<file path="config.mk">
export PLATFORM = sky130hd
export DESIGN_NAME = pc_fetch
export DESIGN_NICKNAME = d
export VERILOG_FILES = /design/src/rtl/pc_fetch_pkg.sv /design/src/rtl/pc_fetch_fifo.sv /design/src/rtl/pc_fetch.sv
export SDC_FILE = /design/constraint.sdc
export NUM_CORES = 1
export LEC_CHECK = 0
export CAP_MARGIN = 20
export CORE_UTILIZATION = 50
export DETAILED_ROUTE_END_ITERATION = 7
export PLACE_DENSITY = 0.78
export SLEW_MARGIN = 0
export SYNTH_ARGS = -nofsm -noshare
export SYNTH_HDL_FRONTEND = slang
export SYNTH_SLANG_ARGS = --single-unit
</file>
<file path="constraint.sdc">
create_clock -name clk -period 10.78 [get_ports clk]
set_input_delay 2.156 -clock clk [delete_from_list [all_inputs] [get_ports clk]]
set_output_delay 2.156 -clock clk [all_outputs]
set_load 0.01 [all_outputs]
</file>
<file path="src/rtl/pc_fetch_pkg.sv">
// Shared types and helpers for the instruction-fetch stage.
// Covers the fetched {pc, inst} entry, the request state and word alignment.
package pc_fetch_pkg;

    localparam logic [31:0] ZERO_WORD = 32'h0000_0000;
    localparam logic [31:0] PC_STEP   = 32'd4;

    typedef enum logic {
        REQ_IDLE,
        REQ_BUSY
    } req_state_t;

    typedef struct packed {
        logic [31:0] pc;
        logic [31:0] inst;
    } fetch_entry_t;

    function automatic logic [31:0] word_align(input logic [31:0] addr);
        return {addr[31:2], 2'b00};
    endfunction

endpackage

</file>
<file path="src/rtl/pc_fetch_fifo.sv">
// Small synchronous FIFO holding fetched {pc, inst} pairs.
// The head is read straight from storage and reads as zero when empty.
module pc_fetch_fifo
    import pc_fetch_pkg::*;
#(
    parameter int DEPTH = 2
) (
    input  logic                     clk,
    input  logic                     rst,
    input  logic                     push,
    input  fetch_entry_t             push_data,
    input  logic                     pop,
    input  logic                     flush,
    output fetch_entry_t             head,
    output logic                     full,
    output logic                     empty,
    output logic [$clog2(DEPTH):0]   count
);

    localparam int PTR_W = $clog2(DEPTH);
    localparam int CNT_W = PTR_W + 1;
    localparam logic [CNT_W-1:0] DEPTH_CNT = CNT_W'(DEPTH);

    fetch_entry_t     mem [DEPTH];
    logic [PTR_W-1:0] wr_ptr_reg;
    logic [PTR_W-1:0] rd_ptr_reg;
    logic [CNT_W-1:0] count_reg;
    logic             do_push;
    logic             do_pop;

    assign empty   = (count_reg == '0);
    assign full    = (count_reg == DEPTH_CNT);
    assign count   = count_reg;
    assign do_pop  = pop && !empty;
    // A push into a full buffer is only legal when the head leaves in the same cycle.
    assign do_push = push && (!full || do_pop);

    assign head = empty ? '0 : mem[rd_ptr_reg];

    always_ff @(posedge clk) begin
        if (do_push) begin
            mem[wr_ptr_reg] <= push_data;
        end
    end

    always_ff @(posedge clk or negedge rst) begin
        if (!rst) begin
            wr_ptr_reg <= '0;
            rd_ptr_reg <= '0;
            count_reg  <= '0;
        end else if (flush) begin
            wr_ptr_reg <= '0;
            rd_ptr_reg <= '0;
            count_reg  <= '0;
        end else begin
            if (do_push) begin
                wr_ptr_reg <= wr_ptr_reg + 1'b1;
            end
            if (do_pop) begin
                rd_ptr_reg <= rd_ptr_reg + 1'b1;
            end
            if (do_push && !do_pop) begin
                count_reg <= count_reg + 1'b1;
            end else if (!do_push && do_pop) begin
                count_reg <= count_reg - 1'b1;
            end
        end
    end

endmodule

</file>
<file path="src/rtl/pc_fetch.sv">
// Instruction-fetch stage: owns the PC, issues one request at a time to a
// variable-latency memory and buffers returned instructions for IF/ID.
module pc_fetch
    import pc_fetch_pkg::*;
#(
    parameter logic [31:0] RESET_PC   = 32'h0000_0000,
    parameter int          FIFO_DEPTH = 2
) (
    input  logic        clk,
    input  logic        rst,
    input  logic        stall_i,
    input  logic        branch_flag_i,
    input  logic [31:0] branch_target_i,
    output logic        inst_req_o,
    output logic [31:0] inst_addr_o,
    input  logic        inst_ack_i,
    input  logic [31:0] inst_rdata_i,
    output logic        if_valid_o,
    output logic [31:0] if_pc_o,
    output logic [31:0] if_inst_o
);

    localparam int CNT_W = $clog2(FIFO_DEPTH) + 1;
    localparam logic [CNT_W-1:0] DEPTH_CNT = CNT_W'(FIFO_DEPTH);

    req_state_t   state_reg;
    logic [31:0]  fetch_pc_reg;
    logic [31:0]  req_addr_reg;
    logic         discard_reg;

    logic         ack_seen;
    logic         push;
    logic         pop;
    logic         issue;
    logic [31:0]  issue_addr;
    logic         fifo_full;
    logic         fifo_empty;
    logic [CNT_W-1:0] fifo_count;
    logic [CNT_W-1:0] count_after;
    fetch_entry_t push_data;
    fetch_entry_t head;

    // Acks arriving while nothing is outstanding are stray and ignored.
    assign ack_seen  = (state_reg == REQ_BUSY) && inst_ack_i;
    assign push      = ack_seen && !discard_reg && !branch_flag_i && (!fifo_full || pop);
    assign pop       = !fifo_empty && !stall_i && !branch_flag_i;
    assign push_data = '{pc: req_addr_reg, inst: inst_rdata_i};

    always_comb begin
        count_after = fifo_count;
        if (branch_flag_i) begin
            count_after = '0;
        end else if (push && !pop) begin
            count_after = fifo_count + 1'b1;
        end else if (!push && pop) begin
            count_after = fifo_count - 1'b1;
        end
    end

    // Credit check uses the occupancy after this cycle's push/pop, so a slot
    // freed by a pop can be refilled back-to-back.
    assign issue      = ((state_reg == REQ_IDLE) || ack_seen) && (count_after < DEPTH_CNT);
    assign issue_addr = branch_flag_i ? word_align(branch_target_i) : fetch_pc_reg;

    always_ff @(posedge clk or negedge rst) begin
        if (!rst) begin
            state_reg    <= REQ_IDLE;
            fetch_pc_reg <= RESET_PC;
            req_addr_reg <= ZERO_WORD;
            discard_reg  <= 1'b0;
        end else begin
            if (issue) begin
                state_reg    <= REQ_BUSY;
                req_addr_reg <= issue_addr;
                fetch_pc_reg <= issue_addr + PC_STEP;
            end else begin
                if (ack_seen) begin
                    state_reg <= REQ_IDLE;
                end
                if (branch_flag_i) begin
                    fetch_pc_reg <= word_align(branch_target_i);
                end
            end
            // A redirect with a request still in flight must drop that request's data.
            if (ack_seen) begin
                discard_reg <= 1'b0;
            end else if (branch_flag_i && (state_reg == REQ_BUSY)) begin
                discard_reg <= 1'b1;
            end
        end
    end

    pc_fetch_fifo #(
        .DEPTH (FIFO_DEPTH)
    ) u_fifo (
        .clk       (clk),
        .rst       (rst),
        .push      (push),
        .push_data (push_data),
        .pop       (pop),
        .flush     (branch_flag_i),
        .head      (head),
        .full      (fifo_full),
        .empty     (fifo_empty),
        .count     (fifo_count)
    );

    assign inst_req_o  = (state_reg == REQ_BUSY);
    assign inst_addr_o = req_addr_reg;
    assign if_valid_o  = !fifo_empty;
    assign if_pc_o     = head.pc;
    assign if_inst_o   = head.inst;

endmodule

</file>
==> results.cfg, run 1 <==
[run_status]
outcome = finished, final reports clean

[worst_hold_path]
hold_path_end = u_fifo.mem[0][58]
worstHoldStart = inst_addr_o[26]
hold_depth = 0
hp-class = flip-flop to flip-flop

[finish]
fin_nets = 845
drive_gt1_share_pct = 7.25
syn_to_final_growth_pct = 29.9
diodes = 0
largest_reg_flops = 128

[floorplan]
start_util_pct = 51.9
die_height_um = 131
design.core.area_um2 = 16100
dieArea_um2 = 17200
fp.dieW_um = 131
placementRows = 46
ios = 167

[cts]
clock_tree.buffer_depth = 2
cts_setup_buffers = 0
htreeDepth = 4
clkTransAtPathRegs_ns = 0.07
cts_resized = 0
cts_root_buf = clkbuf_16
hold_buffers = 0
clk_latency_ns = 0.43
numCtsBuffers = 17
cts_num_sinks = 198
cts_tree = yes

[sta]
whs_ns = 0.498
finalCritPeriodShare_pct = 44.6
finalHoldViolCount = 0
clock.fmax_mhz = 208
finalSetupViolCount = 0
worst_pin_slew_ns = 0.890
fin_crit_ns = 4.80
rsz0062_at_grt = no
timing.final.ws_setup_ns = 5.98
clock_skew_ns = 0.00656
relSlewSlack_pct = 40.7
maxSlewViolCount = 0
fin_setup_tns_ns = 0

[route]
ant_nets = 0
vias_per_cell = 5.31
drt_wl_total_um = 17100
dr.pass1.iters = 4
avgRoutedWirePerCell_um = 17.1
drc = 0
drt_iter0_markers = 262
num_vias = 5324

[logic_synthesis]
ys_types = 46
ys_top_cells_by_area = edfxtp_1, dfrtp_1, mux2i_1
yosysTopAreaCellShare_pct = 46.1
synth_flop_cell = edfxtp_1
synth_nets = 687
synth-xor-area-share_pct = 3.47
syn_inst = 615
synthSimpleGateAreaFrac_pct = 10.8
ys_seq_area_share_pct = 67.2
synth_area_um2 = 8330
yosys.area_share.adder_pct = 0.451
synth_most_common_cell = edfxtp_1
ys_ff_latch = 198
netlist_top_cells_count = edfxtp_1, mux2i_1, nor2_1
synth_edf_count = 128
synth-compound-area-share_pct = 4.23
synth_top_family_by_area = multiplexers
synth_top_cell_by_area = edfxtp_1
yosysWarnings = 0
muxShareOfSynthArea_pct = 11.6
async_flop_share_pct = 35.4
avgSynthCellArea_um2 = 13.5

[critical_path]
rr_startpoint = u_fifo.count[0]
r2r_cells = 8
start_kind = flip-flop
worstPathMaxFanout = 44
critPathSlowestCell = ha_2
crit_arrival_ns = 2.65
path_class = flip-flop to output port
reg2reg_to = fetch_pc_reg[15]
cp-end-kind = output port
cp.buffers_inverters = 3
path_cells = inv_1 > ha_2 > buf_4 > nor2_1 > clkdlybuf4s50_1
cp.required_ns = 8.62
crit_family = buffers and inverters
worst_path_largest_cell_delay_ns = 0.60
regToRegSetupSlack_ns = 7.67

[placed_design]
port_buffers = 164
pre_cts_ws_ns = 5.94
dpl.hpwl_um = 11000
place.gp.congestion = 0.846

[grt]
grt_max_degree = 72
met1_usage_pct = 24.5
antenna_found_initial = 0
grt_pass1_vias = 5230
busiest_layer = met2
gr-total-overflow = 0
grt_util_met3_pct = 6.41
grt_pass1_wl_um = 26400
grt_usage_pct = 20.7
gr-usage-met2_pct = 35.8

[job]
max-cap-violations = 0

[power_and_ir_drop]
swShare_pct = 30.0
power.density_nw_per_um2 = 238
p_int_mw = 1.81
irDropWorstVdd_mv = 0.167
p_leak_nw = 3.91
pwr-share-comb_pct = 31.8
switching_power_mw = 0.774
pwr-share-clk_pct = 26.9
p_seq_share_pct = 41.4
[final cells by class]
type	instances	area, um^2
clock buffers	18	429
clock inverters	14	224
fillers	1159	5230
inverters	9	33.8
multi-input cells	377	2570
flip-flops and latches	198	5600
well taps	216	270
repair buffers	170	1700
[how the worst max path moves through the flow]
stage          cells past startpoint  slack, ns             from               end
3_3_place_gp                       8       6.01    branch_flag_i  fetch_pc_reg[15]
3_5_place_dp                       8       5.94    branch_flag_i  fetch_pc_reg[15]
4_1_cts                            5       5.91  u_fifo.count[0]     if_inst_o[31]
2_1_floorplan                      6       2.41    branch_flag_i  u_fifo.mem[1][0]
6_report                           5       5.98  u_fifo.count[0]      if_inst_o[5]
5_1_grt                            5       5.78  u_fifo.count[0]      if_inst_o[5]
[power groups by stage]
stage                     Sequential, mW  Clock, mW  Combinational, mW
after floorplan                     1.08          0              0.405
after global placement              1.11          0              0.770
final                               1.07      0.693              0.820
after CTS                           1.10      0.705              0.793
after detailed placement            1.12          0              0.787
after global routing                1.08      0.733              0.895
[stage by stage]
| stage | instance area [um^2] | cells | util (%) | total power, mW |
|---|---|---|---|---|
| after floorplan | 8330 | 615 | - | 1.48 |
| after global placement | 10100 | 969 | 63.2 | 1.88 |
| after detailed placement | 10100 | 969 | 63.2 | 1.90 |
| after CTS | 10800 | 1001 | 67.2 | 2.60 |
| after global routing | 10800 | 1002 | 67.4 | 2.71 |
| final | 10800 | 1002 | 67.4 | 2.58 |
[layer usage]
| layer | wire, um | part of all wire (%) |
|---|---|---|
| met5 | 0 | 0 |
| met4 | 146 | 0.85 |
| met3 | 1180 | 6.9 |
| met2 | 8680 | 51 |
| met1 | 7090 | 42 |
[logic make-up after synthesis]
kind of cell / Yosys count
buf+inv: 40
flops: 198
mux: 96
fa+ha+maj: 3
simple gates: 185
compound gates: 60
xor+xnor: 33
[worst reg2reg max path, delay by kind of cell, from the launching register on]
kind            cells  cell delay, ns
fa+ha+maj           1            0.60
mux                 1            0.43
buf+inv             1            0.11
compound gates      2            0.32
xor+xnor            1            0.20
simple gates        2            0.96
flops               1            0.37
[layout by cell type (no fill, tap or decap), types with 4 or more instances in the layout]
master           netlist  layout
mux2i_1               90      90
nor2b_1                8       8
o21ai_0               33      33
xnor2_1               18      18
dfrtp_1               70      69
buf_4                  1       6
bufinv_16              0       5
nor4_1                 5       5
nand2_1               48      48
edfxtp_1             128     128
inv_1                  9       9
mux2_2                 6       6
a21oi_1               11      11
nand3_1               12      12
nand3b_1               6       6
nand4_1                4       4
xor2_1                15      15
clkdlybuf4s50_1        0     162
nor2_1                80      80
nand2b_1               4       4
clkbuf_16              0      17
Note: power is estimated with default switching activity, not from simulation.
==> run 2, diff against run 1 <==
--- a/config.mk
+++ b/config.mk
@@ -6,9 +6,9 @@
 export NUM_CORES = 1
 export LEC_CHECK = 0
 export CAP_MARGIN = 20
-export CORE_UTILIZATION = 50
+export CORE_UTILIZATION = 47
 export DETAILED_ROUTE_END_ITERATION = 7
-export PLACE_DENSITY = 0.78
+export PLACE_DENSITY = 0.77
 export SLEW_MARGIN = 0
 export SYNTH_ARGS = -nofsm -noshare
 export SYNTH_HDL_FRONTEND = slang
==> constraint.sdc (replaced) <==
create_clock -name clk -period 4.12 [get_ports clk]
set_input_delay 0.824 -clock clk [delete_from_list [all_inputs] [get_ports clk]]
set_output_delay 0.824 -clock clk [all_outputs]
set_load 0.01 [all_outputs]
==> run 2 against run 1 <==
Clock power is 140% higher. Power grew to 2.6 times the previous value. Via count is 0.45% lower. Utilization is 4.6 points lower. Setup slack worse by 5.3 ns. Die area is 6.3% higher. Critical path type unchanged. Final cell count is 1.6% higher. Largest power group unchanged. Global-route usage is 1.2 points lower.
==> results.cfg, run 2 (synthesized netlist as in run 1, its figures left out) <==
[run_status]
outcome = finished, final reports clean

[sta]
finalSetupViolCount = 0
rsz0062_at_grt = no
clock.fmax_mhz = 293
maxSlewViolCount = 0
clock_skew_ns = 0.00653
worst_pin_slew_ns = 0.909
relSlewSlack_pct = 39.4
whs_ns = 0.502
finalHoldViolCount = 0
fin_crit_ns = 3.41
finalCritPeriodShare_pct = 82.8
timing.final.ws_setup_ns = 0.710
fin_setup_tns_ns = 0

[grt]
grt_usage_pct = 19.5
grt_max_degree = 71
grt_pass1_vias = 5287
antenna_found_initial = 0
grt_pass1_wl_um = 27000
gr-total-overflow = 0

[floorplan]
placementRows = 48
die_height_um = 135
ios = 167
dieArea_um2 = 18300
design.core.area_um2 = 17300
start_util_pct = 48.2
fp.dieW_um = 135

[worst_hold_path]
hp-class = flip-flop to flip-flop
hold_path_end = u_fifo.mem[0][46]
hold_depth = 0
worstHoldStart = inst_addr_o[14]

[cts]
cts_tree = yes
cts_setup_buffers = 0
cts_resized = 0
clk_latency_ns = 0.42
cts_num_sinks = 198
clkTransAtPathRegs_ns = 0.07
clock_tree.buffer_depth = 2
htreeDepth = 4
numCtsBuffers = 17
cts_root_buf = clkbuf_16
hold_buffers = 0

[critical_path]
rr_startpoint = u_fifo.count[0]
reg2reg_to = fetch_pc_reg[17]
worst_path_largest_cell_delay_ns = 0.59
cp.required_ns = 3.30
critPathSlowestCell = buf_4
cp-end-kind = output port
path_cells = inv_1 > ha_2 > buf_4 > nor2_1 > clkdlybuf4s50_1
crit_arrival_ns = 2.59
path_class = flip-flop to output port
worstPathMaxFanout = 53
start_kind = flip-flop
r2r_cells = 9
regToRegSetupSlack_ns = 1.26

[placed_design]
dpl.hpwl_um = 11600
place.gp.congestion = 0.812
pre_cts_ws_ns = 0.781
port_buffers = 164

[finish]
largest_reg_flops = 128
syn_to_final_growth_pct = 30.4
mostFrequentLayoutCells = clkdlybuf4s50_1, edfxtp_1, mux2i_1, nor2_1, dfrtp_1
fin_nets = 852
final_common_cell = clkdlybuf4s50_1
diodes = 0
drive_gt1_share_pct = 8.32

[power_and_ir_drop]
p_leak_nw = 3.93
irDropWorstVdd_mv = 0.365
power.total_mw = 6.63
power.density_nw_per_um2 = 610

[route]
vias_per_cell = 5.21
dr.pass1.iters = 5
drt_wl_total_um = 17100
drt_iter0_markers = 230
num_vias = 5300
drc = 0
ant_nets = 0
avgRoutedWirePerCell_um = 16.8

[job]
max-cap-violations = 0
## run 2: changes by cell type in the layout (fill, tap and decap cells not counted), moves of 2 or more
cell,before,now
buf_12,0,2
buf_4,6,12
bufinv_16,5,2
clkbuf_8,0,2
clkinv_4,3,1
inv_6,1,5
## run 2: area by class of cell
cell class | instances | area, um^2
Sequential cell | 198 | 5600
Clock inverter | 13 | 159
Inverter | 9 | 33.8
Tap cell | 225 | 282
Fill cell | 1309 | 6430
Clock buffer | 19 | 453
Timing Repair Buffer | 177 | 1760
Multi-Input combinational cell | 377 | 2580
## run 2: metal layers
metal / wire length [um] / vias to the layer above / share of wire [%] / GRT usage (%)
li1: - / 2530 / - / -
met1: 7140 / 2600 / 42 / 24.1
met2: 9000 / 152 / 53 / 34.6
met3: 712 / 18 / 4.2 / 3.03
met4: 230 / 0 / 1.3 / 6.68
met5: 0 / - / 0 / 0
## run 2: worst max-delay path by stage
stage / from / end / slack (ns) / cells after the start
2_1_floorplan: branch_flag_i / u_fifo.mem[0][0] / -0.65 / 6
3_3_place_gp: stall_i / fetch_pc_reg[21] / 0.88 / 8
3_5_place_dp: branch_flag_i / fetch_pc_reg[20] / 0.78 / 8
4_1_cts: u_fifo.count[0] / if_pc_o[28] / 0.65 / 5
5_1_grt: u_fifo.count[0] / if_pc_o[28] / 0.53 / 5
6_report: u_fifo.count[0] / if_inst_o[15] / 0.71 / 5
## run 2: critical path, delay by kind of cell, from the launching register on
kind          cells  cell delay [ns]
buf+inv           3             1.21
flops             1             0.37
fa+ha+maj         1             0.44
simple gates      1             0.13
## run 2: power breakdown
group	switching, mW	internal (mW)	total, mW
combinational	1.03	1.11	2.14
clock	0.735	0.947	1.68
sequential	0.276	2.54	2.81
total	2.04	4.59	6.63
## run 2: per-stage QoR
stage | util [%] | std cells | instance area (um^2)
2_1_floorplan | - | 615 | 8340
3_5_place_dp | 59.3 | 986 | 10300
5_1_grt | 62.8 | 1018 | 10900
4_1_cts | 62.8 | 1018 | 10900
3_3_place_gp | 59.3 | 986 | 10300
6_report | 62.8 | 1018 | 10900
